### config.mk
export PLATFORM = sky130hd
export DESIGN_NAME = instr_fetch_unit
export DESIGN_NICKNAME = d
export VERILOG_FILES = /design/src/rtl/instr_fetch_unit.sv
export SDC_FILE = /design/constraint.sdc
export NUM_CORES = 1
export LEC_CHECK = 0
export CORE_MARGIN = 2
export CORE_UTILIZATION = 43
export DETAILED_ROUTE_END_ITERATION = 8
export PLACE_DENSITY = 0.84
export SLEW_MARGIN = 10
export SYNTH_ARGS = -nofsm -noshare
export SYNTH_HDL_FRONTEND = slang
export SYNTH_SLANG_ARGS = --single-unit
### constraint.sdc
create_clock -name clock -period 4.1 [get_ports clock]
set_input_delay 0.615 -clock clock [delete_from_list [all_inputs] [get_ports clock]]
set_output_delay 0.615 -clock clock [all_outputs]
set_load 0.01 [all_outputs]
### src/rtl/instr_fetch_unit.sv
// Instruction fetch unit: requests one instruction word per PC, keeps it
// toward decode until it is accepted, then loads the externally computed
// next PC and starts the next fetch.
// Optional build macro IFU_ALIGN_CHECK_EN adds a sticky misaligned-PC fault
// (fault port, FAULT state); without it pc[0] goes to memory untouched.
module instr_fetch_unit (
  input  logic        clock,
  input  logic        reset,
  output logic [15:0] pc,
  input  logic [15:0] pc_next,
  output logic        imem_req,
  output logic [15:0] imem_addr,
  input  logic        imem_ack,
  input  logic [15:0] imem_rdata,
  output logic [15:0] instr,
  output logic        instr_valid,
  input  logic        instr_ready,
  output logic [15:0] fetch_count
`ifdef IFU_ALIGN_CHECK_EN
  ,
  output logic        fault
`endif
);

  typedef enum logic [1:0] {
    FETCH = 2'd0,
    WAIT  = 2'd1,
    HOLD  = 2'd2
`ifdef IFU_ALIGN_CHECK_EN
    ,
    FAULT = 2'd3
`endif
  } state_t;

  state_t      state_q;
  logic [15:0] pc_q;
  logic [15:0] instr_q;
  logic        valid_q;
  logic [15:0] count_q;
  logic [15:0] fetch_count_q;
  logic        req_d;
`ifdef IFU_ALIGN_CHECK_EN
  logic        fault_q;
`endif

  // Memory request: raised in FETCH/WAIT, suppressed while reset is held so
  // the first post-reset cycle already requests address 0x0000.
  always_comb begin
    req_d = 1'b0;
    if (!reset && (state_q == FETCH || state_q == WAIT)) begin
      req_d = 1'b1;
    end
`ifdef IFU_ALIGN_CHECK_EN
    if (pc_q[0]) begin
      req_d = 1'b0;
    end
`endif
  end

  // Fetch FSM with registered PC, instruction, valid flag and accept counter.
  always_ff @(posedge clock) begin
    if (reset) begin
      state_q       <= FETCH;
      pc_q          <= '0;
      instr_q       <= '0;
      valid_q       <= 1'b0;
      fetch_count_q <= '0;
`ifdef IFU_ALIGN_CHECK_EN
      fault_q       <= 1'b0;
`endif
    end else begin
      case (state_q)
        FETCH: begin
`ifdef IFU_ALIGN_CHECK_EN
          if (pc_q[0]) begin
            fault_q <= 1'b1;
            state_q <= FAULT;
          end else
`endif
          if (imem_ack) begin
            instr_q <= imem_rdata;
            valid_q <= 1'b1;
            state_q <= HOLD;
          end else begin
            state_q <= WAIT;
          end
        end
        WAIT: begin
          if (imem_ack) begin
            instr_q <= imem_rdata;
            valid_q <= 1'b1;
            state_q <= HOLD;
          end
        end
        HOLD: begin
          if (instr_ready) begin
            pc_q          <= pc_next;
            fetch_count_q <= fetch_count_q + 16'd1;
            valid_q       <= 1'b0;
            state_q       <= FETCH;
          end
        end
`ifdef IFU_ALIGN_CHECK_EN
        FAULT: begin
          state_q <= FAULT;
        end
`endif
        default: begin
          state_q <= FETCH;
        end
      endcase
    end
  end

  // The accept counter is only ever loaded from the FSM above.
  always_comb begin
    count_q = fetch_count_q;
  end

  assign pc          = pc_q;
  assign imem_req    = req_d;
  assign imem_addr   = pc_q;
  assign instr       = instr_q;
  assign instr_valid = valid_q;
  assign fetch_count = count_q;
`ifdef IFU_ALIGN_CHECK_EN
  assign fault       = fault_q;
`endif

endmodule

== After elaboration in Yosys (flattened, before gate mapping) ==
Cells that the tools add are included.
Widths: inputs -> output; s select.

* $add $sub $neg: 1
* Equal/unequal tests: 5
* Multiplexer cells: 8
* Reduce and logical (&&, ||, !) cells: 10

{| class="wikitable"
|+ Operators by type and width
! cell !! count
|-
| $add 16x1->16 const B || 1
|-
| $mux 2 || 3
|-
| $pmux 2 s3 || 1
|-
| $reduce_and 2->1 || 3
|-
| $ne 2x2->1 const B || 2
|-
| $mux 1 || 3
|-
| $reduce_and 3->1 || 1
|-
| $eq 2x1->1 const B || 1
|-
| $eq 2x2->1 const B || 1
|-
| $logic_not 2->1 || 1
|-
| $ne 2x1->1 const B || 1
|-
| $pmux 1 s2 || 1
|-
| $reduce_bool 2->1 || 1
|-
| $reduce_or 2->1 || 1
|-
| $logic_and 1x1->1 || 1
|-
| $logic_not 1->1 || 1
|-
| $logic_or 1x1->1 || 1
|}

* Flip-flop bits (word level): 51
* Input bits: 36
* Output and inout port bits: 66
* Logic and storage cells: 29

== Logic depth before layout (Yosys ltp) ==
* Depth in word-level cells: 4
* Depth in mapped cells: 5
* Mapped depth without buffers: 5

== Worst setup path after synthesis ==
No wires, ideal clock.

* Kind: input -> output
* Start point: input reset
* End point: output imem_req
* Arrival: 1.483 ns
* Path slack: 2.002 ns
* Stages on the path: 4
* Buffers on the path: 3
* Cells stage by stage: clkbuf_1 > buf_2 > buf_1 > nor2_1

* Cells in the longest elaborated chain, start to end: 3

{| class="wikitable"
|+ RTL lines
! what !! RTL line !! RTL
|-
| start, declared || 8 || <nowiki>input logic reset,</nowiki>
|-
| $logic_not 1->1 || 50 || <nowiki>if (!reset && (state_q == FETCH || state_q == WAIT)) begin</nowiki>
|-
| $logic_and 1x1->1 || 50 ||
|-
| $mux 1 || 50 ||
|-
| end, declared || 11 || <nowiki>output logic imem_req,</nowiki>
|}

Every way passes these cells.

== Worst setup path in the final report ==
* Start point: input instr_ready
* End point: register fetch_count_q[9] (netlist: fetch_count[9])

* Cells in the longest elaborated chain, start to end: 1

{| class="wikitable"
|+ RTL lines
! what !! RTL line !! RTL
|-
| start, declared || 17 || <nowiki>input logic instr_ready,</nowiki>
|-
| $reduce_and 2->1 (no line) || - ||
|-
| end signal, assigned || 98 || <nowiki>fetch_count_q <= fetch_count_q + 16'd1;</nowiki>
|-
| end, declared || 40 || <nowiki>logic [15:0] fetch_count_q;</nowiki>
|}

Every way passes these cells.
A chain may end at the register's enable or synchronous reset.

==> flow_metrics.py <==
metrics = {
    "route": {
        "postRouteAntennaNets": 0,
        "dr.pass1.iters": 4,
        "post_drt_wl_per_cell_um": 12.3,
        "first_iter_violations": 81,
        "routed_via_density": 4.73,
        "drc": 0,
        "num_vias": 1890,
        "drt-total-wl_mm": 4.94,
    },
    "synth": {
        "synthArstFlopShare_pct": 0,
        "synth_warnings": 0,
        "synth.avg_cell_area_um2": 8.33,
        "synthDistinctLibCells": 33,
        "synth_edf_count": 0,
        "synth_seq_area_share_pct": 48.2,
        "syn_area_um2": 2120,
        "synth_nets": 291,
        "post_synth_inst_count": 254,
        "ys_ff_latch": 51,
        "ys.flop_type": "dfxtp_1",
    },
    "cts": {
        "cts_setup_buffers": 0,
        "cts_buffers": 5,
        "cts_tree": "yes",
        "cts.sinks": 51,
        "cts_resized": 0,
        "cts-root-buf": "clkbuf_8",
        "clk_path_buf_depth": 2,
        "holdBufCountCts": 0,
        "clock_latency_ns": 0.30,
        "htreeDepth": 2,
        "clk_pin_slew_ns": 0.09,
    },
    "floorplanning": {
        "io_pins": 102,
        "fp.coreArea_um2": 4720,
        "die_h_um": 74.2,
        "die_area_um2": 5500,
        "initial_core_util_pct": 44.8,
        "num_rows": 25,
        "dieWidth_um": 74.2,
    },
    "sta": {
        "min_period_ns": 2.35,
        "finalClockSkew_ns": 0.00981,
        "grt_setup_unrepaired": "false",
        "max_slew_margin_pct": 53.7,
        "finalSetupTns_ns": 0,
        "drv_slew": 0,
        "max_freq_ghz": 0.426,
        "hold_violations": 0,
        "fin_ws_ns": 1.75,
        "post-route-period-util_pct": 57.2,
        "setup_viol": 0,
        "worstMarginPinSlew_ns": 0.695,
    },
    "power": {
        "p_leak_nw": 1.11,
        "powerDensity_nw_per_um2": 301,
        "ir_worst_vdd_mv": 0.277,
    },
    "global_route": {
        "use_met1_pct": 20.1,
        "grt_pass1_vias": 1755,
        "use_met2_pct": 31.3,
        "grtUsageMet3_pct": 7.59,
        "busiest_layer": "met2",
        "grt_max_degree": 56,
        "antenna_found_initial": 0,
        "grt_use_total_pct": 17.8,
        "gr-total-overflow": 0,
        "grt_first_pass_wirelength_mm": 7.70,
    },
    "critical_path": {
        "worst_setup_path_end_kind": "register",
        "critPathMaxFanout": 20,
        "rrSetupSlack_ns": 2.14,
        "cp_data_arrival_time_ns": 2.54,
        "cp-start-kind": "input pin",
        "required_ns": 4.30,
        "crit_type": "input pin to register",
    },
    "placement": {
        "gp_congestion": 0.827,
        "io_buffers": 101,
        "dp.cells": 393,
        "pre_cts_ws_ns": 1.41,
        "post_dp_cell_area_um2": 3030,
        "dp_hpwl_mm": 3.59,
    },
    "finish": {
        "postLayoutCoreUtil_pct": 66.1,
        "fin_nets": 370,
        "final_cells": 400,
        "stdcell_area_um2": 3120,
        "n_antenna_cell": 0,
        "area_growth_pct": 47.5,
        "layout-drive-gt1-share_pct": 5.11,
    },
    "hold_path": {
        "hold_class": "register to register",
    },
    "job": {
        "maxCapViolCount": 0,
    },
    "status": {
        "status": "completed",
    },
}
## power breakdown
| group | switching [mW] | internal [mW] |
|---|---|---|
| Combinational | 0.0549 | 0.0770 |
| Clock | 0.153 | 0.133 |
| Sequential | 0.0115 | 0.512 |
| Total | 0.219 | 0.722 |
## kinds of logic (layout without fill, tap and decap cells)
family | Yosys count | after routing | synth area share [%]
adders and majority gates | 1 | 1 | 0.591
and+or+nand+nor | 120 | 120 | 27.6
muxes | 4 | 4 | 2.13
buffers and inverters | 30 | 109 | 8.51
xor gates and xnor gates | 9 | 9 | 3.72
AOI/OAI and AO/OA | 39 | 39 | 9.22
DFF | 51 | 51 | 48.2
## sequential cells by signal, indices dropped and copies added, names as in the netlist
register     cells
state_q          2
instr           16
imem_addr       16
instr_valid      1
fetch_count     16
## Yosys cell counts, types with 4 or more instances
cell      instances  share of area, %
clkbuf_1          7               1.2
nand4_1           4               1.2
nand3_1           6               1.4
buf_2             6               1.4
xnor2_1           5               2.1
nor2b_1           4               1.2
nand2_1          69                12
buf_4            16               5.7
xor2_1            4               1.7
nor2_1           17               3.0
dfxtp_1          51                48
a21oi_1          37               8.7
## area by class of cell
class                           instances  area (um^2)
Timing Repair Buffer                  102         1010
Tap cell                               67         83.8
Multi-Input combinational cell        173          916
Fill cell                             394         1600
Clock buffer                            6         82.6
Sequential cell                        51         1020
Clock inverter                          1         5.00
## through the flow
stage	power [mW]	hold slack [ns]
finish	0.941	0.456
CTS	0.954	0.460
global route	0.985	0.480
floorplan	0.592	0.481
detailed placement	0.668	0.447
global placement	0.666	0.441
## final timing paths
check                   end  cells after the start         from
max          fetch_count[9]                      5  instr_ready
min               instr[15]                      2    instr[15]
max reg2reg  fetch_count[9]                      4   state_q[1]
min reg2reg       instr[15]                      2    instr[15]
## critical path, stage by stage
cell	delay, ns
clkdlybuf4s50_1	0.54
and3b_1	0.64
nand4_1	0.26
nor2_1	0.15
mux2_2	0.34
## metal layers
layer	routed length (um)	vias up
li1	-	973
met1	2030	842
met2	2410	70
met3	461	5
met4	38	0
met5	0	-
## cells in the final DEF, fill, tap and decap left out, drive strengths merged, types with 2 or more instances in the layout
cell type and n:
clkdlybuf4s50 100, nand2 69, dfxtp 51, a21oi 37
nor2 17, nand3 7, clkbuf 6, xnor2 5
nand4 5, nor2b 4, xor2 4, mux2 4
nand2b 2, nor3 2, and4 2, o21ai 2
or3 2, nor4 2, buf 2
Note: power is estimated with default switching activity, not from simulation.
